**config.mk**
```make
export PLATFORM = sky130hd
export DESIGN_NAME = imm_extend_pipe
export DESIGN_NICKNAME = d
export VERILOG_FILES = /design/src/rtl/imm_extend_pipe.sv
export SDC_FILE = /design/constraint.sdc
export NUM_CORES = 1
export LEC_CHECK = 0
export CAP_MARGIN = 5
export CORE_MARGIN = 2
export CORE_UTILIZATION = 50
export CTS_CLUSTER_SIZE = 30
export DETAILED_ROUTE_END_ITERATION = 8
export DONT_BUFFER_PORTS = 1
export GPL_TIMING_DRIVEN = 0
export HOLD_SLACK_MARGIN = 0.03
export PLACE_DENSITY = 0.64
export SYNTH_ARGS = -nofsm -noshare
export SYNTH_HDL_FRONTEND = slang
export SYNTH_SLANG_ARGS = --single-unit
```
**constraint.sdc**
```tcl
create_clock -name CLK -period 4.3 [get_ports CLK]
set_clock_uncertainty 0.15 [all_clocks]
set_input_delay 0.43 -clock CLK [delete_from_list [all_inputs] [get_ports CLK]]
set_output_delay 0.43 -clock CLK [all_outputs]
set_load 0.05 [all_outputs]
```
**src/rtl/imm_extend_pipe.sv**
```systemverilog
// Immediate extractor/extender for 32-bit instruction words, with a 2-entry
// in-order output FIFO and a saturating count of words that could not be decoded.
module imm_extend_pipe #(
  parameter int unsigned DATA_W   = 64,
  parameter int unsigned BR_SHIFT = 0
) (
  input  logic              CLK,
  input  logic              RESETn,
  input  logic [31:0]       Instr32,
  input  logic              InValid,
  output logic              InReady,
  output logic [DATA_W-1:0] BusImm,
  output logic              ImmErr,
  output logic              OutValid,
  input  logic              OutReady,
  output logic [7:0]        ErrCount
);

  localparam int unsigned N_ENT = 2;

  typedef enum logic [2:0] {
    FMT_B,
    FMT_CB,
    FMT_D,
    FMT_I,
    FMT_IW,
    FMT_BAD
  } fmt_e;

  fmt_e              fmt;
  logic [DATA_W-1:0] b_ext;
  logic [DATA_W-1:0] cb_ext;
  logic [DATA_W-1:0] d_ext;
  logic [DATA_W-1:0] i_ext;
  logic [DATA_W-1:0] iw_ext;
  logic [DATA_W-1:0] b_imm;
  logic [DATA_W-1:0] cb_imm;
  logic [5:0]        iw_sh;
  logic              iw_bad;
  logic [DATA_W-1:0] dec_imm;
  logic              dec_err;

  // Opcode classification, first match wins in B, CB, D, I, IW order.
  always_comb begin
    fmt = FMT_BAD;
    if (Instr32[31:26] == 6'b000101) begin
      fmt = FMT_B;
    end else if ((Instr32[31:24] == 8'b10110100) || (Instr32[31:24] == 8'b10110101) ||
                 (Instr32[31:24] == 8'b01010100)) begin
      fmt = FMT_CB;
    end else if ((Instr32[31:21] == 11'b11111000010) || (Instr32[31:21] == 11'b11111000000)) begin
      fmt = FMT_D;
    end else if ((Instr32[31:22] == 10'b1001000100) || (Instr32[31:22] == 10'b1101000100)) begin
      fmt = FMT_I;
    end else if (Instr32[31:23] == 9'b110100101) begin
      fmt = FMT_IW;
    end
  end

  assign b_ext  = {{(DATA_W-26){Instr32[25]}}, Instr32[25:0]};
  assign cb_ext = {{(DATA_W-19){Instr32[23]}}, Instr32[23:5]};
  assign d_ext  = {{(DATA_W-9){Instr32[20]}}, Instr32[20:12]};
  assign i_ext  = {{(DATA_W-12){1'b0}}, Instr32[21:10]};
  assign iw_sh  = {Instr32[22:21], 4'b0000};
  assign iw_ext = {{(DATA_W-16){1'b0}}, Instr32[20:5]} << iw_sh;
  // A 32-bit result cannot hold a halfword placed at bit 32 or 48.
  assign iw_bad = (DATA_W == 32) && Instr32[22];

  generate
    if (BR_SHIFT != 0) begin : g_br_shift
      assign b_imm  = {b_ext[DATA_W-3:0], 2'b00};
      assign cb_imm = {cb_ext[DATA_W-3:0], 2'b00};
    end else begin : g_br_plain
      assign b_imm  = b_ext;
      assign cb_imm = cb_ext;
    end
  endgenerate

  always_comb begin
    dec_imm = '0;
    dec_err = 1'b0;
    case (fmt)
      FMT_B:   dec_imm = b_imm;
      FMT_CB:  dec_imm = cb_imm;
      FMT_D:   dec_imm = d_ext;
      FMT_I:   dec_imm = i_ext;
      FMT_IW: begin
        if (iw_bad) begin
          dec_err = 1'b1;
        end else begin
          dec_imm = iw_ext;
        end
      end
      default: dec_err = 1'b1;
    endcase
  end

  logic [DATA_W-1:0] imm_mem_q [N_ENT];
  logic [DATA_W-1:0] imm_mem_d [N_ENT];
  logic              err_mem_q [N_ENT];
  logic              err_mem_d [N_ENT];
  logic              rd_ptr_q;
  logic              rd_ptr_d;
  logic [1:0]        count_q;
  logic [1:0]        count_d;
  logic              in_ready_q;
  logic              in_ready_d;
  logic [7:0]        err_cnt_q;
  logic [7:0]        err_cnt_d;
  logic              push;
  logic              pop;
  logic              wr_ptr;

  assign push = InValid && in_ready_q;
  assign pop  = (count_q != 2'd0) && OutReady;
  // Write slot sits just past the occupied ones; with one entry held it is the other slot.
  assign wr_ptr = rd_ptr_q ^ (count_q == 2'd1);

  always_comb begin
    imm_mem_d = imm_mem_q;
    err_mem_d = err_mem_q;
    rd_ptr_d  = rd_ptr_q;
    count_d   = count_q + {1'b0, push} - {1'b0, pop};
    err_cnt_d = err_cnt_q;
    if (push) begin
      imm_mem_d[wr_ptr] = dec_imm;
      err_mem_d[wr_ptr] = dec_err;
      if (dec_err && (err_cnt_q != 8'hFF)) begin
        err_cnt_d = err_cnt_q + 8'd1;
      end
    end
    if (pop) begin
      rd_ptr_d = ~rd_ptr_q;
    end
    // Ready is registered from the next occupancy so it never depends on inputs.
    in_ready_d = (count_d != 2'd2);
  end

  always_ff @(posedge CLK or negedge RESETn) begin
    if (!RESETn) begin
      for (int i = 0; i < N_ENT; i++) begin
        imm_mem_q[i] <= '0;
        err_mem_q[i] <= 1'b0;
      end
      rd_ptr_q   <= 1'b0;
      count_q    <= 2'd0;
      in_ready_q <= 1'b0;
      err_cnt_q  <= 8'd0;
    end else begin
      for (int i = 0; i < N_ENT; i++) begin
        imm_mem_q[i] <= imm_mem_d[i];
        err_mem_q[i] <= err_mem_d[i];
      end
      rd_ptr_q   <= rd_ptr_d;
      count_q    <= count_d;
      in_ready_q <= in_ready_d;
      err_cnt_q  <= err_cnt_d;
    end
  end

  assign InReady  = in_ready_q;
  assign OutValid = (count_q != 2'd0);
  assign BusImm   = OutValid ? imm_mem_q[rd_ptr_q] : '0;
  assign ImmErr   = OutValid && err_mem_q[rd_ptr_q];
  assign ErrCount = err_cnt_q;

endmodule

```
==> impl_metrics.py, run 1 <==
metrics = {
    "critical_path": {
        "startpoint_type_of_the_worst_setup_path": "flop",
        "data_arrival_time_of_the_worst_path_ns": 3.18,
        "cp-end-kind": "output port",
        "timing.critical_path.mode_cell": "sky130_fd_sc_hd__clkbuf_1",
        "timing.critical_path.required_ns": 3.72,
        "rr_startpoint": "InReady$_DFF_PN0_",
        "crit_path_max_fanout": 10,
        "rr_worst_depth": 4,
        "rrSetupSlack_ns": 1.72,
        "timing_worst_setup_path_type": "reg2out",
        "max_stage_delay_cell_worst_path": "sky130_fd_sc_hd__nor2_1",
        "path_cells": "clkbuf_1, clkbuf_1, buf_1, mux2i_1, nor2_1",
        "r2r-end": "imm_mem_q[4]$_DFFE_PN0P_",
        "cp_slowest_stage_delay_ns": 0.72,
    },
    "detailed_routing": {
        "drt-pass1-iter-count": 5,
        "postRouteAntennaNets": 0,
        "detail_route.wirelength_mm": 20.3,
        "avgViaCountPerCell": 6.07,
        "vias": 5783,
        "detail_route.drc_violations": 0,
        "post_dr_wirelength_cell_um": 21.3,
        "drt_iter0_markers": 560,
    },
    "layout": {
        "layout.filler_cells": 1231,
        "drive_gt1_share_pct": 10.1,
        "post_layout_nonfiller_instances": 952,
        "n_antenna_cell": 0,
        "syn_to_final_growth_pct": 13.3,
        "nets": 798,
    },
    "synthesis": {
        "synth_top_flop_cell": "sky130_fd_sc_hd__dfrtp_1",
        "synth.most_common_cell": "sky130_fd_sc_hd__dfrtp_1",
        "postSynthRegisterBits": 142,
        "top_cell_types_by_occurrence_after_synthesis": "sky130_fd_sc_hd__dfrtp_1 (142), sky130_fd_sc_hd__nand2_1 (114), sky130_fd_sc_hd__o21ai_0 (85)",
        "synth_edf_count": 0,
        "yosysWarnings": 0,
        "syn-num-nets": 772,
        "synthDistinctLibCells": 49,
        "synth-seq-area-share_pct": 50.4,
        "yosysTopAreaCellShare_pct": 50.4,
        "netlist_area_um2": 7060,
        "netlist_instances": 733,
        "netlist.top_cell.by_area": "sky130_fd_sc_hd__dfrtp_1",
        "synth_async_sr_flop_share_pct": 100,
        "mean_instance_size_in_the_synthesized_netlist_um2": 9.63,
        "ys_top_cells_by_area": "sky130_fd_sc_hd__dfrtp_1 (50%), sky130_fd_sc_hd__mux2i_1 (9.2%), sky130_fd_sc_hd__nand2_1 (6.1%)",
    },
    "clock_network": {
        "clk_pin_slew_worst_paths_ns": 0.05,
        "cts.sink_count": 142,
        "cts.root.buffer_cell": "sky130_fd_sc_hd__clkbuf_16",
        "numCtsBuffers": 17,
        "cts_max_level": 4,
        "worstSkewPairLatency_ns": 0.42,
        "max-clock-path-buffers": 2,
        "cts_tree": "built",
    },
    "timing": {
        "rsz0062_at_grt": "no",
        "timing.max_slew.rel_slack_pct": 34.1,
        "finalCritPeriodShare_pct": 87.3,
        "clock.fmax_mhz": 266,
        "timing.final.crit_period_ns": 3.76,
        "setup_total_negative_slack_ns": 0,
        "worst_hold_slack_ns": 0.0481,
        "timing.final.hold_violations": 0,
        "setup-violations-final": 0,
        "worst-slew-pin-transition_ns": 0.985,
        "final-max-slew-violation-count": 0,
    },
    "power": {
        "reported_leakage_power_nw": 3.63,
        "vdd.ir_drop.worst_uv": 302,
        "fin_total_pwr_mw": 4.75,
        "power.density_nw_per_um2": 594,
    },
    "outcome": {
        "outcome": "finished, final reports clean",
    },
    "floorplan": {
        "placementRows": 43,
        "die_y_um": 123,
        "die_width_um": 123,
        "design.die.area_um2": 15100,
        "core-area_um2": 13800,
        "floorplan.initialDensity_pct": 51.0,
        "ios": 111,
    },
    "global_route": {
        "grt_pass1_wl_mm": 31.0,
        "antenna_found_initial": 1,
        "globalRouteOverflowTotal": 0,
        "global_route.usage.total_pct": 27.8,
        "first_global_vias": 5657,
        "grt_start_max_net_pins": 143,
    },
    "min_path": {
        "timing.hold.worst_endpoint": "imm_mem_q[120]$_DFFE_PN0P_",
        "hold_path.class": "in2reg",
        "hp_start": "Instr32[13]",
        "worst_hold_path.num_cells": 2,
    },
    "placement": {
        "routability_driven_placement_congestion_ratio": 0.884,
        "io_buffers": 0,
        "half_perimeter_wire_length_after_detailed_placement_mm": 13.8,
        "numPlacedInstances": 913,
    },
    "flow_run": {
        "drv.max_cap_violation_count": 0,
    },
}
## routing by layer
metal  GRT usage, %  vias to the layer above  part of all wire [%]
li1               -                     2627                     -
met1           37.1                     2866                    43
met2           43.9                      249                    47
met3           6.92                       41                   7.3
met4           9.91                        0                   2.3
met5              0                        -                     0
## worst max path at each step
| stage | start | endpoint | slack [ns] | cells past startpoint |
|---|---|---|---|---|
| 2_1_floorplan | rd_ptr_q$_DFFE_PN0P_ | BusImm[24] | 1.55 | 5 |
| 3_3_place_gp | rd_ptr_q$_DFFE_PN0P_ | BusImm[49] | 0.98 | 5 |
| 3_5_place_dp | rd_ptr_q$_DFFE_PN0P_ | BusImm[49] | 1.01 | 5 |
| 4_1_cts | rd_ptr_q$_DFFE_PN0P_ | BusImm[49] | 0.54 | 5 |
| 5_1_grt | rd_ptr_q$_DFFE_PN0P_ | BusImm[52] | 0.36 | 5 |
| 6_report | rd_ptr_q$_DFFE_PN0P_ | BusImm[49] | 0.54 | 5 |
## layout make-up
class | count | area [um^2] | area share, %
Timing Repair Buffer | 7 | 87.6 | 1.10
Multi-Input combinational cell | 532 | 3250 | 40.7
Clock inverter | 11 | 164 | 2.05
Inverter | 5 | 18.8 | 0.235
Sequential cell | 142 | 3550 | 44.5
Tap cell | 180 | 225 | 2.82
Buffer | 54 | 231 | 2.90
Clock buffer | 21 | 460 | 5.76
## cell usage in the layout, fill, tap and decap left out, types with 11 or more instances in the layout
master / instances
sky130_fd_sc_hd__a22o_1: 11
sky130_fd_sc_hd__dfrtp_1: 142
sky130_fd_sc_hd__clkbuf_1: 37
sky130_fd_sc_hd__mux2_2: 19
sky130_fd_sc_hd__mux2i_1: 65
sky130_fd_sc_hd__nor2_1: 81
sky130_fd_sc_hd__a21oi_1: 32
sky130_fd_sc_hd__clkbuf_16: 17
sky130_fd_sc_hd__o21ai_1: 23
sky130_fd_sc_hd__nand2_1: 114
sky130_fd_sc_hd__o21ai_0: 85
## critical path, delay by kind of cell (launching register included)
family                 cells  cell delay, ns
buffers and inverters      3            1.48
flip-flops                 1            0.33
multiplexers               1            0.23
AND/OR/NAND/NOR            1            0.72
## registers in the layout, indices dropped and copies added, names as in the netlist
| name | cells |
|---|---|
| count_q | 2 |
| imm_mem_q | 128 |
| InReady | 1 |
| ErrCount | 8 |
| err_mem_q | 2 |
| rd_ptr_q | 1 |
## through the flow
step | instance area, um^2 | worst slack, ns | utilization, %
6_report | 7990 | 0.544 | 57.8
5_1_grt | 7990 | 0.357 | 57.8
4_1_cts | 7990 | 0.535 | 57.8
3_5_place_dp | 7280 | 1.01 | 52.7
3_3_place_gp | 7280 | 0.982 | 52.7
2_1_floorplan | 7060 | 1.55 | -
## cell families after synthesis
family	Yosys count	share of synthesized area, %
adders and majority gates	3	0.532
buffers and inverters	59	3.55
AOI/OAI and AO/OA	197	17.2
DFF	142	50.4
muxes	84	12.3
and+or+nand+nor	236	14.6
xor gates and xnor gates	12	1.49
## where the power goes
group / switching, mW / total [mW] / internal, mW
registers: 0.218 / 1.69 / 1.48
logic: 1.10 / 1.50 / 0.390
clock network: 0.562 / 1.56 / 0.997
## what timing repair did
action                                  4_1_cts  5_1_grt
resized for setup                             0        0
buffers inserted                              0        0
hold buffers                                  7        0
endpoints found under the setup margin        0        0
hold endpoints to repair                    148        0
Power figures use the tool's default switching activity.
==> run 2, diff against run 1 <==
- MAX_ROUTING_LAYER: not set -> met4
==> impl_metrics.py, run 2 (synthesis results as in run 1) <==
metrics = {
    "outcome": {
        "outcome": "finished, final reports clean",
    },
    "layout": {
        "largest_register": "imm_mem_q",
        "most_common_cell_after_layout_fill_and_taps_aside": "sky130_fd_sc_hd__dfrtp_1",
        "footprint_of_the_multi_input_gates_um2": 3250,
        "most-common-layout-cells": "sky130_fd_sc_hd__dfrtp_1 (142), sky130_fd_sc_hd__nand2_1 (114), sky130_fd_sc_hd__o21ai_0 (85)",
        "largest_register_ffs": 128,
        "post-route-util_pct": 57.2,
        "n_antenna_cell": 0,
        "area.sequential_um2": 3550,
        "syn_to_final_growth_pct": 12.0,
        "design_area_um2": 7910,
        "layout.filler_cells": 1230,
        "drive_gt1_share_pct": 10.2,
        "nets": 793,
    },
    "detailed_routing": {
        "detail_route.wirelength_mm": 20.1,
        "detail_route.drc_violations": 0,
        "drt-pass1-iter-count": 5,
        "vias": 5755,
        "post_dr_wirelength_cell_um": 21.3,
        "postRouteAntennaNets": 0,
        "drt_iter0_markers": 550,
        "avgViaCountPerCell": 6.08,
    },
    "placement": {
        "half_perimeter_wire_length_after_detailed_placement_mm": 13.9,
        "routability_driven_placement_congestion_ratio": 0.894,
        "io_buffers": 0,
        "dp_worst_setup_slack_ns": 0.967,
        "postPlaceCellArea_um2": 7280,
    },
    "floorplan": {
        "die_y_um": 123,
        "placementRows": 43,
        "die_width_um": 123,
        "floorplan.initialDensity_pct": 51.0,
        "design.die.area_um2": 15100,
        "ios": 111,
        "core-area_um2": 13800,
    },
    "clock_network": {
        "numCtsBuffers": 17,
        "clk_pin_slew_worst_paths_ns": 0.06,
        "cts.root.buffer_cell": "sky130_fd_sc_hd__clkbuf_16",
        "max-clock-path-buffers": 2,
        "postCtsResizedCells": 0,
        "worstSkewPairLatency_ns": 0.42,
        "cts.sink_count": 142,
        "cts_tree": "built",
        "cts-hold-fix-buffers": 2,
        "postCtsSetupBuffers": 0,
        "cts_max_level": 4,
    },
    "global_route": {
        "globalRouteOverflowTotal": 0,
        "grt_start_max_net_pins": 143,
        "global_route.usage.total_pct": 28.5,
        "first_global_vias": 5643,
        "antenna_found_initial": 0,
        "grt_pass1_wl_mm": 31.1,
    },
    "critical_path": {
        "crit_path_max_fanout": 10,
        "rr_worst_depth": 4,
        "timing.critical_path.mode_cell": "sky130_fd_sc_hd__clkbuf_1",
        "path_cells": "clkbuf_1, clkbuf_1, buf_1, mux2i_1, nor2_1",
        "startpoint_type_of_the_worst_setup_path": "flop",
        "max_stage_delay_cell_worst_path": "sky130_fd_sc_hd__nor2_1",
        "cp_slowest_stage_delay_ns": 0.72,
        "timing_worst_setup_path_type": "reg2out",
        "timing.critical_path.required_ns": 3.72,
        "cp-end-kind": "output port",
        "data_arrival_time_of_the_worst_path_ns": 3.19,
    },
    "timing": {
        "setup-violations-final": 0,
        "setup_ws_ns": 0.531,
        "timing.max_slew.rel_slack_pct": 33.0,
        "setup_total_negative_slack_ns": 0,
        "rsz0062_at_grt": "no",
        "timing.final.crit_period_ns": 3.77,
        "worst-slew-pin-transition_ns": 1.00,
        "timing.final.hold_violations": 0,
        "finalCritPeriodShare_pct": 87.7,
        "final-max-slew-violation-count": 0,
        "clock.fmax_mhz": 265,
    },
    "power": {
        "reported_leakage_power_nw": 3.59,
        "power.density_nw_per_um2": 587,
        "vdd.ir_drop.worst_uv": 314,
    },
    "flow_run": {
        "drv.max_cap_violation_count": 0,
    },
    "min_path": {
        "hold_path.class": "in2reg",
        "worst_hold_path.num_cells": 2,
    },
}
==> run 2: cell types whose count changed in the layout (fill, tap and decap cells not counted), sizes merged <==
cell         delta
bufinv          -2
clkbuf          +1
clkinv          +1
dlygate4sd3     -5
==> run 2: path summary, 6_finish.rpt <==
kind	to	start	slack (ns)
worst min register to register	imm_mem_q[89]$_DFFE_PN0P_	imm_mem_q[89]$_DFFE_PN0P_	0.33
worst max-delay path	BusImm[49]	rd_ptr_q$_DFFE_PN0P_	0.53
worst min-delay path	imm_mem_q[58]$_DFFE_PN0P_	Instr32[15]	0.04
min in group asynchronous	imm_mem_q[120]$_DFFE_PN0P_	RESETn	0.56
worst max register to register	imm_mem_q[66]$_DFFE_PN0P_	InReady$_DFF_PN0_	1.70
max in group asynchronous	imm_mem_q[95]$_DFFE_PN0P_	RESETn	2.94
==> run 2: layout make-up <==
cell class,count,area share (%)
buffer,54,2.93
inverter,5,0.237
sequential,142,45.0
tap,180,2.85
clock inverter,10,1.42
clock buffer,22,6.00
multi-input combinational,532,41.1
timing repair buffer,2,0.475
==> run 2: layer usage <==
layer | wire length [um] | GRT usage [%] | vias up
li1 | - | - | 2611
met1 | 8740 | 37.3 | 2911
met2 | 9610 | 44.4 | 205
met5 | 0 | - | -
met4 | 376 | 8.69 | 0
met3 | 1400 | 6.64 | 28
==> run 2: report_power, final <==
part	total (mW)	internal [mW]	switching (mW)
combinational	1.49	0.387	1.11
clock	1.45	0.897	0.555
sequential	1.69	1.48	0.218
==> run 2: critical path, delay by kind of cell, from the launching register on <==
family / cells / cell delay (ns)
buffers and inverters: 3 / 1.51
and+or+nand+nor: 1 / 0.72
DFF: 1 / 0.32
muxes: 1 / 0.23
==> run 2: per-stage QoR <==
step           power, mW  hold slack, ns  instances
6_report            4.64          0.0401        947
4_1_cts             4.66          0.0303        947
5_1_grt             4.85          0.0352        947
3_5_place_dp        3.18         -0.0111        913
3_3_place_gp        3.15        -0.00988        913
2_1_floorplan       2.79         -0.0156        733
==> run 3, diff against run 2 <==
- PLACE_DENSITY: 0.64 -> 0.67
- clock period: 4.3 -> 3.33 ns (I/O delays scaled with it)
==> impl_metrics.py, run 3 (synthesis results as in run 1) <==
metrics = {
    "power": {
        "p_sw_mw": 2.46,
        "clock_power_share_pct": 34.4,
        "power.share.switching_pct": 38.8,
        "vdd.ir_drop.worst_uv": 363,
        "seq_power_share_pct": 34.5,
        "internal_power_mw": 3.88,
        "reported_leakage_power_nw": 3.69,
        "power.density_nw_per_um2": 772,
        "power.combinational.fraction_pct": 31.1,
        "fin_total_pwr_mw": 6.33,
    },
    "floorplan": {
        "ios": 111,
        "placementRows": 43,
        "floorplan.initialDensity_pct": 51.0,
        "design.die.area_um2": 15100,
        "core-area_um2": 13800,
        "die_width_um": 123,
        "die_y_um": 123,
    },
    "detailed_routing": {
        "drt-pass1-iter-count": 6,
        "detail_route.drc_violations": 0,
        "post_dr_wirelength_cell_um": 21.9,
        "postRouteAntennaNets": 0,
        "detail_route.wirelength_mm": 21.1,
        "avgViaCountPerCell": 6.17,
        "vias": 5956,
        "drt_iter0_markers": 578,
    },
    "layout": {
        "most-common-layout-cells": "sky130_fd_sc_hd__dfrtp_1 (142), sky130_fd_sc_hd__nand2_1 (114), sky130_fd_sc_hd__o21ai_0 (85)",
        "largest_register": "imm_mem_q",
        "largest_register_ffs": 128,
        "syn_to_final_growth_pct": 16.2,
        "most_common_cell_after_layout_fill_and_taps_aside": "sky130_fd_sc_hd__dfrtp_1",
        "design_area_um2": 8200,
        "post_layout_nonfiller_instances": 965,
        "nets": 809,
        "drive_gt1_share_pct": 12.9,
        "post-route-util_pct": 59.3,
    },
    "timing": {
        "setup_total_negative_slack_ns": 0,
        "setup-violations-final": 0,
        "timing.final.crit_period_ns": 3.18,
        "worst_hold_slack_ns": -0.544,
        "rsz0062_at_grt": "no",
        "timing.final.hold_violations": 142,
        "final-max-slew-violation-count": 0,
        "finalCritPeriodShare_pct": 95.4,
        "worst-slew-pin-transition_ns": 1.04,
        "timing.max_slew.rel_slack_pct": 30.5,
        "clock.fmax_mhz": 315,
    },
    "clock_network": {
        "worstSkewPairLatency_ns": 0.43,
        "cts_tree": "built",
        "cts_max_level": 4,
        "cts-hold-fix-buffers": 18,
        "cts.root.buffer_cell": "sky130_fd_sc_hd__clkbuf_16",
        "numCtsBuffers": 17,
        "clk_pin_slew_worst_paths_ns": 0.05,
        "max-clock-path-buffers": 2,
        "cts.sink_count": 142,
    },
    "critical_path": {
        "data_arrival_time_of_the_worst_path_ns": 2.69,
        "cp-end-kind": "output port",
        "timing.critical_path.required_ns": 2.85,
        "crit_path_max_fanout": 10,
        "timing_worst_setup_path_type": "reg2out",
        "startpoint_type_of_the_worst_setup_path": "flop",
    },
    "global_route": {
        "antenna_found_initial": 2,
        "grt_start_max_net_pins": 143,
        "globalRouteOverflowTotal": 0,
        "global_route.usage.total_pct": 29.9,
        "first_global_vias": 5791,
        "grt_pass1_wl_mm": 32.2,
    },
    "outcome": {
        "outcome": "complete, but fails checks",
        "failing_checks": "negative hold slack",
    },
    "placement": {
        "io_buffers": 0,
        "half_perimeter_wire_length_after_detailed_placement_mm": 13.8,
        "postPlaceCellArea_um2": 7280,
        "numPlacedInstances": 913,
        "routability_driven_placement_congestion_ratio": 0.873,
    },
    "min_path": {
        "hold_path.class": "in2async",
    },
    "flow_run": {
        "drv.max_cap_violation_count": 0,
    },
}
-- run 3: cell count changes in the layout (fill, tap and decap cells not counted), sizes merged --
cell	delta
bufinv	+4
dlygate4sd3	+17
clkinv	-2
diode	+3
buf	-2
clkinvlp	-1
clkbuf	-1
-- run 3: timing repair --
| item | 4_1_cts | 5_1_grt |
|---|---|---|
| gates resized for setup | 22 | 1 |
| setup buffers | 0 | 0 |
| setup endpoints to repair | 39 | 1 |
| hold endpoints to repair | 230 | 142 |
| gates cloned | 0 | 0 |
-- run 3: path summary, 6_finish.rpt --
path	cells after the start	endpoint	startpoint	slack, ns
worst max-delay path	4	BusImm[17]	rd_ptr_q$_DFFE_PN0P_	0.15
worst min-delay path	0	imm_mem_q[57]$_DFFE_PN0P_	RESETn	-0.54
min in group CLK	2	imm_mem_q[14]$_DFFE_PN0P_	Instr32[19]	0.03
max in group asynchronous	0	imm_mem_q[62]$_DFFE_PN0P_	RESETn	3.36
worst max register to register	7	imm_mem_q[127]$_DFFE_PN0P_	count_q[1]$_DFF_PN0_	0.86
worst min register to register	2	imm_mem_q[43]$_DFFE_PN0P_	imm_mem_q[43]$_DFFE_PN0P_	0.33
-- run 3: worst max-delay path, cell delays in order (launching register included) --
cell and delay [ns]:
sky130_fd_sc_hd__dfrtp_1 0.32, sky130_fd_sc_hd__clkbuf_1 0.23, sky130_fd_sc_hd__buf_1 0.74, sky130_fd_sc_hd__mux2i_1 0.22, sky130_fd_sc_hd__nor2_1 0.76
-- run 3: routing by layer --
layer / vias to the layer above / global-route usage [%] / share of wire [%]
met5: - / - / 0
met4: 0 / 12.5 / 3.0
met3: 50 / 10.4 / 11
met2: 290 / 43.9 / 46
met1: 2962 / 37.9 / 40
li1: 2654 / - / -
-- run 3: final cells by class --
class	instances	area, um^2
inverter	5	18.8
fill	1153	5630
buffer	54	235
timing repair buffer	18	180
clock inverter	11	211
clock buffer	20	467
multi-input combinational	532	3300
sequential	142	3550
tap	180	225
antenna	3	7.51
-- run 3: power groups by stage --
stage	logic, mW	clock network (mW)	registers, mW
CTS	1.95	2.20	2.19
global route	2.10	2.27	2.21
finish	1.97	2.18	2.19
floorplan	1.41	0	2.19
global placement	1.85	0	2.21
detailed placement	1.88	0	2.22
-- run 3: per-stage QoR --
| stage | setup slack, ns | hold slack [ns] |
|---|---|---|
| 2_1_floorplan | 0.678 | -0.113 |
| 3_3_place_gp | 0.0675 | -0.105 |
| 3_5_place_dp | 0.0634 | -0.105 |
| 4_1_cts | 0.0881 | -0.556 |
| 5_1_grt | 0.0926 | -0.554 |
| 6_report | 0.152 | -0.544 |
